[config.mk]
export PLATFORM = sky130hd
export DESIGN_NAME = fifo_rd_ctrl
export DESIGN_NICKNAME = d
export VERILOG_FILES = /design/src/rtl/fifo_rd_ctrl.sv
export SDC_FILE = /design/constraint.sdc
export NUM_CORES = 1
export LEC_CHECK = 0
export BUFFER_PORTS_ARGS = -buffer_cell sky130_fd_sc_hd__buf_2
export CELL_PAD_IN_SITES_DETAIL_PLACEMENT = 1
export CELL_PAD_IN_SITES_GLOBAL_PLACEMENT = 1
export CORE_UTILIZATION = 38
export DETAILED_ROUTE_END_ITERATION = 8
export HOLD_SLACK_MARGIN = 0.12
export PLACE_DENSITY_LB_ADDON = 0.1
export SYNTH_ARGS = -nofsm -noshare
export SYNTH_HDL_FRONTEND = slang
export SYNTH_SLANG_ARGS = --single-unit
[constraint.sdc]
create_clock -name rd_clk -period 3.5 [get_ports rd_clk]
set_input_delay 0.175 -clock rd_clk [delete_from_list [all_inputs] [get_ports rd_clk]]
set_output_delay 0.175 -clock rd_clk [all_outputs]
set_load 0.005 [all_outputs]
[src/rtl/fifo_rd_ctrl.sv]
// Async FIFO read-domain controller: binary/Gray read pointer, RAM read address, registered status.
// rd_valid one cycle after an accepted read; reads while empty are refused and flagged sticky.
module fifo_rd_ctrl #(
  parameter int ADDR_WIDTH      = 3,
  parameter int ALMOST_EMPTY_TH = 1
) (
  input  logic                  rd_clk,
  input  logic                  rd_rst,
  input  logic                  rd_en,
  input  logic [ADDR_WIDTH:0]   w_ptr_gray_sync,
  input  logic                  underflow_clr,
  output logic [ADDR_WIDTH-1:0] rd_addr,
  output logic [ADDR_WIDTH:0]   r_ptr_gray,
  output logic                  rd_valid,
  output logic                  rd_empty,
  output logic                  rd_almost_empty,
  output logic [ADDR_WIDTH:0]   rd_level,
  output logic                  rd_underflow
);

  localparam int PW = ADDR_WIDTH + 1;
  localparam logic [PW-1:0] AE_TH = PW'(ALMOST_EMPTY_TH);

  logic [PW-1:0] rbin_q, rbin_d;
  logic [PW-1:0] rgray_q, rgray_d;
  logic [PW-1:0] level_q, level_d;
  logic          empty_q, empty_d;
  logic          almost_empty_q, almost_empty_d;
  logic          valid_q, valid_d;
  logic          underflow_q, underflow_d;
  logic [PW-1:0] wbin;
  logic          rd_accept;

  always_comb begin
    rd_accept = rd_en & ~empty_q;
    rbin_d    = rbin_q + {{ADDR_WIDTH{1'b0}}, rd_accept};
    rgray_d   = rbin_d ^ (rbin_d >> 1);

    wbin         = '0;
    wbin[PW-1]   = w_ptr_gray_sync[PW-1];
    for (int i = PW - 2; i >= 0; i--) begin
      wbin[i] = wbin[i+1] ^ w_ptr_gray_sync[i];
    end

    // Status is derived from the post-read pointer so the last read lands on empty with no bubble.
    level_d        = wbin - rbin_d;
    empty_d        = (rgray_d == w_ptr_gray_sync);
    almost_empty_d = (level_d <= AE_TH);
    valid_d        = rd_accept;
    underflow_d    = (rd_en & empty_q) | (underflow_q & ~underflow_clr);
  end

  always_ff @(posedge rd_clk or negedge rd_rst) begin
    if (!rd_rst) begin
      rbin_q         <= '0;
      rgray_q        <= '0;
      level_q        <= '0;
      empty_q        <= 1'b1;
      almost_empty_q <= 1'b1;
      valid_q        <= 1'b0;
      underflow_q    <= 1'b0;
    end else begin
      rbin_q         <= rbin_d;
      rgray_q        <= rgray_d;
      level_q        <= level_d;
      empty_q        <= empty_d;
      almost_empty_q <= almost_empty_d;
      valid_q        <= valid_d;
      underflow_q    <= underflow_d;
    end
  end

  assign rd_addr         = rbin_q[ADDR_WIDTH-1:0];
  assign r_ptr_gray      = rgray_q;
  assign rd_valid        = valid_q;
  assign rd_empty        = empty_q;
  assign rd_almost_empty = almost_empty_q;
  assign rd_level        = level_q;
  assign rd_underflow    = underflow_q;

endmodule

==> impl_metrics.env <==
export IMPL_max_clock_path_buffers=2
export IMPL_htreeDepth=1
export IMPL_rsz0062_at_grt="no"
export IMPL_core_sq_um=1780
export IMPL_synth_cell_types=21
export IMPL_fin_nets=97
export IMPL_cts_tree="yes"
export IMPL_cts_root_buf="clkbuf_4"
export IMPL_syn_avg_cell_area_sq_um=13.2
export IMPL_dieHeight_um=46.2
export IMPL_finalSetupViolCount=0
export IMPL_place_congestion=0.701
export IMPL_crit_slowest_cell="dfstp_2"
export IMPL_drtAntennaViolNets=0
export IMPL_antenna_found_initial=0
export IMPL_finalCoreUtilization_pct=51.9
export IMPL_r2r_end="rd_almost_empty$_DFF_PN1_"
export IMPL_setup_worst_path_start_class="register"
export IMPL_max_slew_margin_pct=73.3
export IMPL_drtPass1Iterations=2
export IMPL_period_needed_ps=2700
export IMPL_min_path_type="in -> reg"
export IMPL_reg2reg_depth=10
export IMPL_yosys_area_top_type="dfrtp_1"
export IMPL_slowest_delay_ps=550
export IMPL_io_buffers=22
export IMPL_wire_per_inst_um=12.8
export IMPL_period_share_pct=77.0
export IMPL_ys_seq_area_share_pct=51.0
export IMPL_syn_num_nets=69
export IMPL_clock_skew_ps=1.56
export IMPL_finalWirelength_um=1380
export IMPL_path_max_fanout=4
export IMPL_die_x_um=46.2
export IMPL_ios=23
export IMPL_cts_buffers=3
export IMPL_grt_first_pass_wirelength_um=2300
export IMPL_grt_ovfl_total=0
export IMPL_netlist_area_sq_um=741
export IMPL_drv_slew=0
export IMPL_r2r_slack_ps=800
export IMPL_synth_top_cell_area_share_pct=43.9
export IMPL_ys_ff_latch=15
export IMPL_cp_top_family="adder cells"
export IMPL_clock_fmax_ghz=0.371
export IMPL_layout_drive_gt1_share_pct=38.6
export IMPL_p_leak_nw=0.463
export IMPL_synth_area_leaders="dfrtp_1 (44%), xor2_1 (11%), ha_1 (8.4%)"
export IMPL_grt_pass1_vias=518
export IMPL_cp_endpoint="rd_almost_empty$_DFF_PN1_"
export IMPL_hold_start="rd_en"
export IMPL_path_buf_inv=1
export IMPL_drc=0
export IMPL_place_area_sq_um=878
export IMPL_crit_required_ps=3710
export IMPL_crit_top_cell="ha_1"
export IMPL_cts_sinks=15
export IMPL_worst_pin_slew_ps=399
export IMPL_hold_violations=0
export IMPL_rows=15
export IMPL_crit_cells=10
export IMPL_grt_usage_pct=16.4
export IMPL_grt_max_degree=16
export IMPL_die_area_sq_um=2130
export IMPL_area_growth_pct=25.0
export IMPL_postLayoutCellArea_sq_um=926
export IMPL_ys_warn_count=0
export IMPL_cp_cell_sequence="nor2b_1, ha_1, ha_1, xor2_1, inv_1, ha_1, or3b_2, o311ai_4, xnor2_1, nor3_2"
export IMPL_syn_inst=56
export IMPL_fillers=202
export IMPL_insertion_delay_ps=280
export IMPL_start_util_pct=41.5
export IMPL_power_density_nw_per_um2=1060
export IMPL_crit_type="reg -> reg"
export IMPL_worst_hold_slack_ps=124
export IMPL_hpwl_um=1150
export IMPL_ir_drop_uv=572
export IMPL_cp_startpoint="rd_empty$_DFF_PN1_"
export IMPL_viasPerCell=4.55
export IMPL_drt_iter0_drc=1
export IMPL_antenna_cells=0
export IMPL_status="completed"
export IMPL_worstPathArrival_ps=2910
export IMPL_postCtsSetupBuffers=0
export IMPL_num_vias=491
export IMPL_clk_pin_slew_ps=90
export IMPL_fin_total_pwr_w=0.000981
export IMPL_r2r_start="rd_empty$_DFF_PN1_"
export IMPL_finalSetupTns_ps=0
export IMPL_endpoint_kind="register"
export IMPL_drv_cap=0
## worst min-delay path by stage
stage	endpoint	depth (start not counted)	slack, ps
6_report	rd_underflow$_DFF_PN0_	3	120
5_1_grt	rd_underflow$_DFF_PN0_	3	130
4_1_cts	rd_underflow$_DFF_PN0_	3	120
3_5_place_dp	rbin_q[2]$_DFF_PN0_	1	100
3_3_place_gp	r_ptr_gray[1]$_DFF_PN0_	1	90
2_1_floorplan	r_ptr_gray[0]$_DFF_PN0_	0	-120
## cell families (layout without fill, tap and decap cells)
kind of cell / count (synthesis) / after routing / synth area share (%)
xor+xnor: 16 / 16 / 22.8
flops: 15 / 15 / 51.0
fa+ha+maj: 5 / 5 / 8.45
compound gates: 5 / 5 / 7.26
simple gates: 8 / 8 / 6.93
buf+inv: 7 / 34 / 3.55
## tightest hold or removal path, stage by stage
cell	delay, ps
buf_2	90
nand2_1	40
o21ai_0	60
## synthesized netlist by cell type (all sizes together)
cell type  number
a211oi          1
a21boi          1
and2            1
clkbuf          1
dfrtp          13
dfstp           2
ha              5
inv             6
nand2           1
nand3           2
nor2b           1
nor3            1
o21ai           1
o21bai          1
o311ai          1
or3             1
or3b            1
xnor2           5
xnor3           2
xor2            9
## layer usage
metal / track usage (%) / vias up / part of all wire, % / routed length, um
met5: 0 / - / 0 / 0
met1: 18.4 / 235 / 38 / 528
met3: 3.53 / 4 / 3.5 / 48
met4: 8.82 / 0 / 2.4 / 33
li1: - / 237 / - / -
met2: 28.5 / 15 / 56 / 767
## through the flow
| stage | setup slack, ps | std cells |
|---|---|---|
| 3_3_place_gp | 838 | 102 |
| 3_5_place_dp | 800 | 102 |
| 4_1_cts | 781 | 108 |
| 2_1_floorplan | 996 | 56 |
| 6_report | 805 | 108 |
| 5_1_grt | 606 | 108 |
## cell type report
type                            count  area [sq um]  share of cell area, %
Inverter                            6          22.5                   2.43
Clock buffer                        3          22.5                   2.43
Multi-Input combinational cell     34           337                   36.4
Tap cell                           25          31.3                   3.38
Clock inverter                      1          5.00                  0.541
Timing Repair Buffer               24           130                   14.1
Sequential cell                    15           378                   40.8
## power by group
part / total, W / internal [W] / switching [W]
sequential: 0.000310 / 0.000271 / 0.0000394
clock: 0.0000959 / 0.0000424 / 0.0000535
combinational: 0.000574 / 0.000275 / 0.000300
total: 0.000981 / 0.000588 / 0.000392
## sequential cells by signal, indices dropped and copies added, names as in the netlist
name / cells
r_ptr_gray: 3
rd_level: 4
rbin_q: 4
rd_empty: 1
rd_valid: 1
rd_almost_empty: 1
rd_underflow: 1
## cells in the final DEF, fill, tap and decap left out, types with 2 or more instances in the layout
master	count
nand3_1	2
clkbuf_4	3
dfstp_2	2
dfrtp_1	13
inv_1	6
xnor2_1	5
xor2_1	9
buf_2	22
ha_1	5
dlygate4sd3_1	2
## repair_timing
item / CTS / global route
gates resized for setup: 0 / 0
endpoints found under the hold margin: 16 / 0
hold buffers: 2 / 0
(Power assumes the default switching activity.)
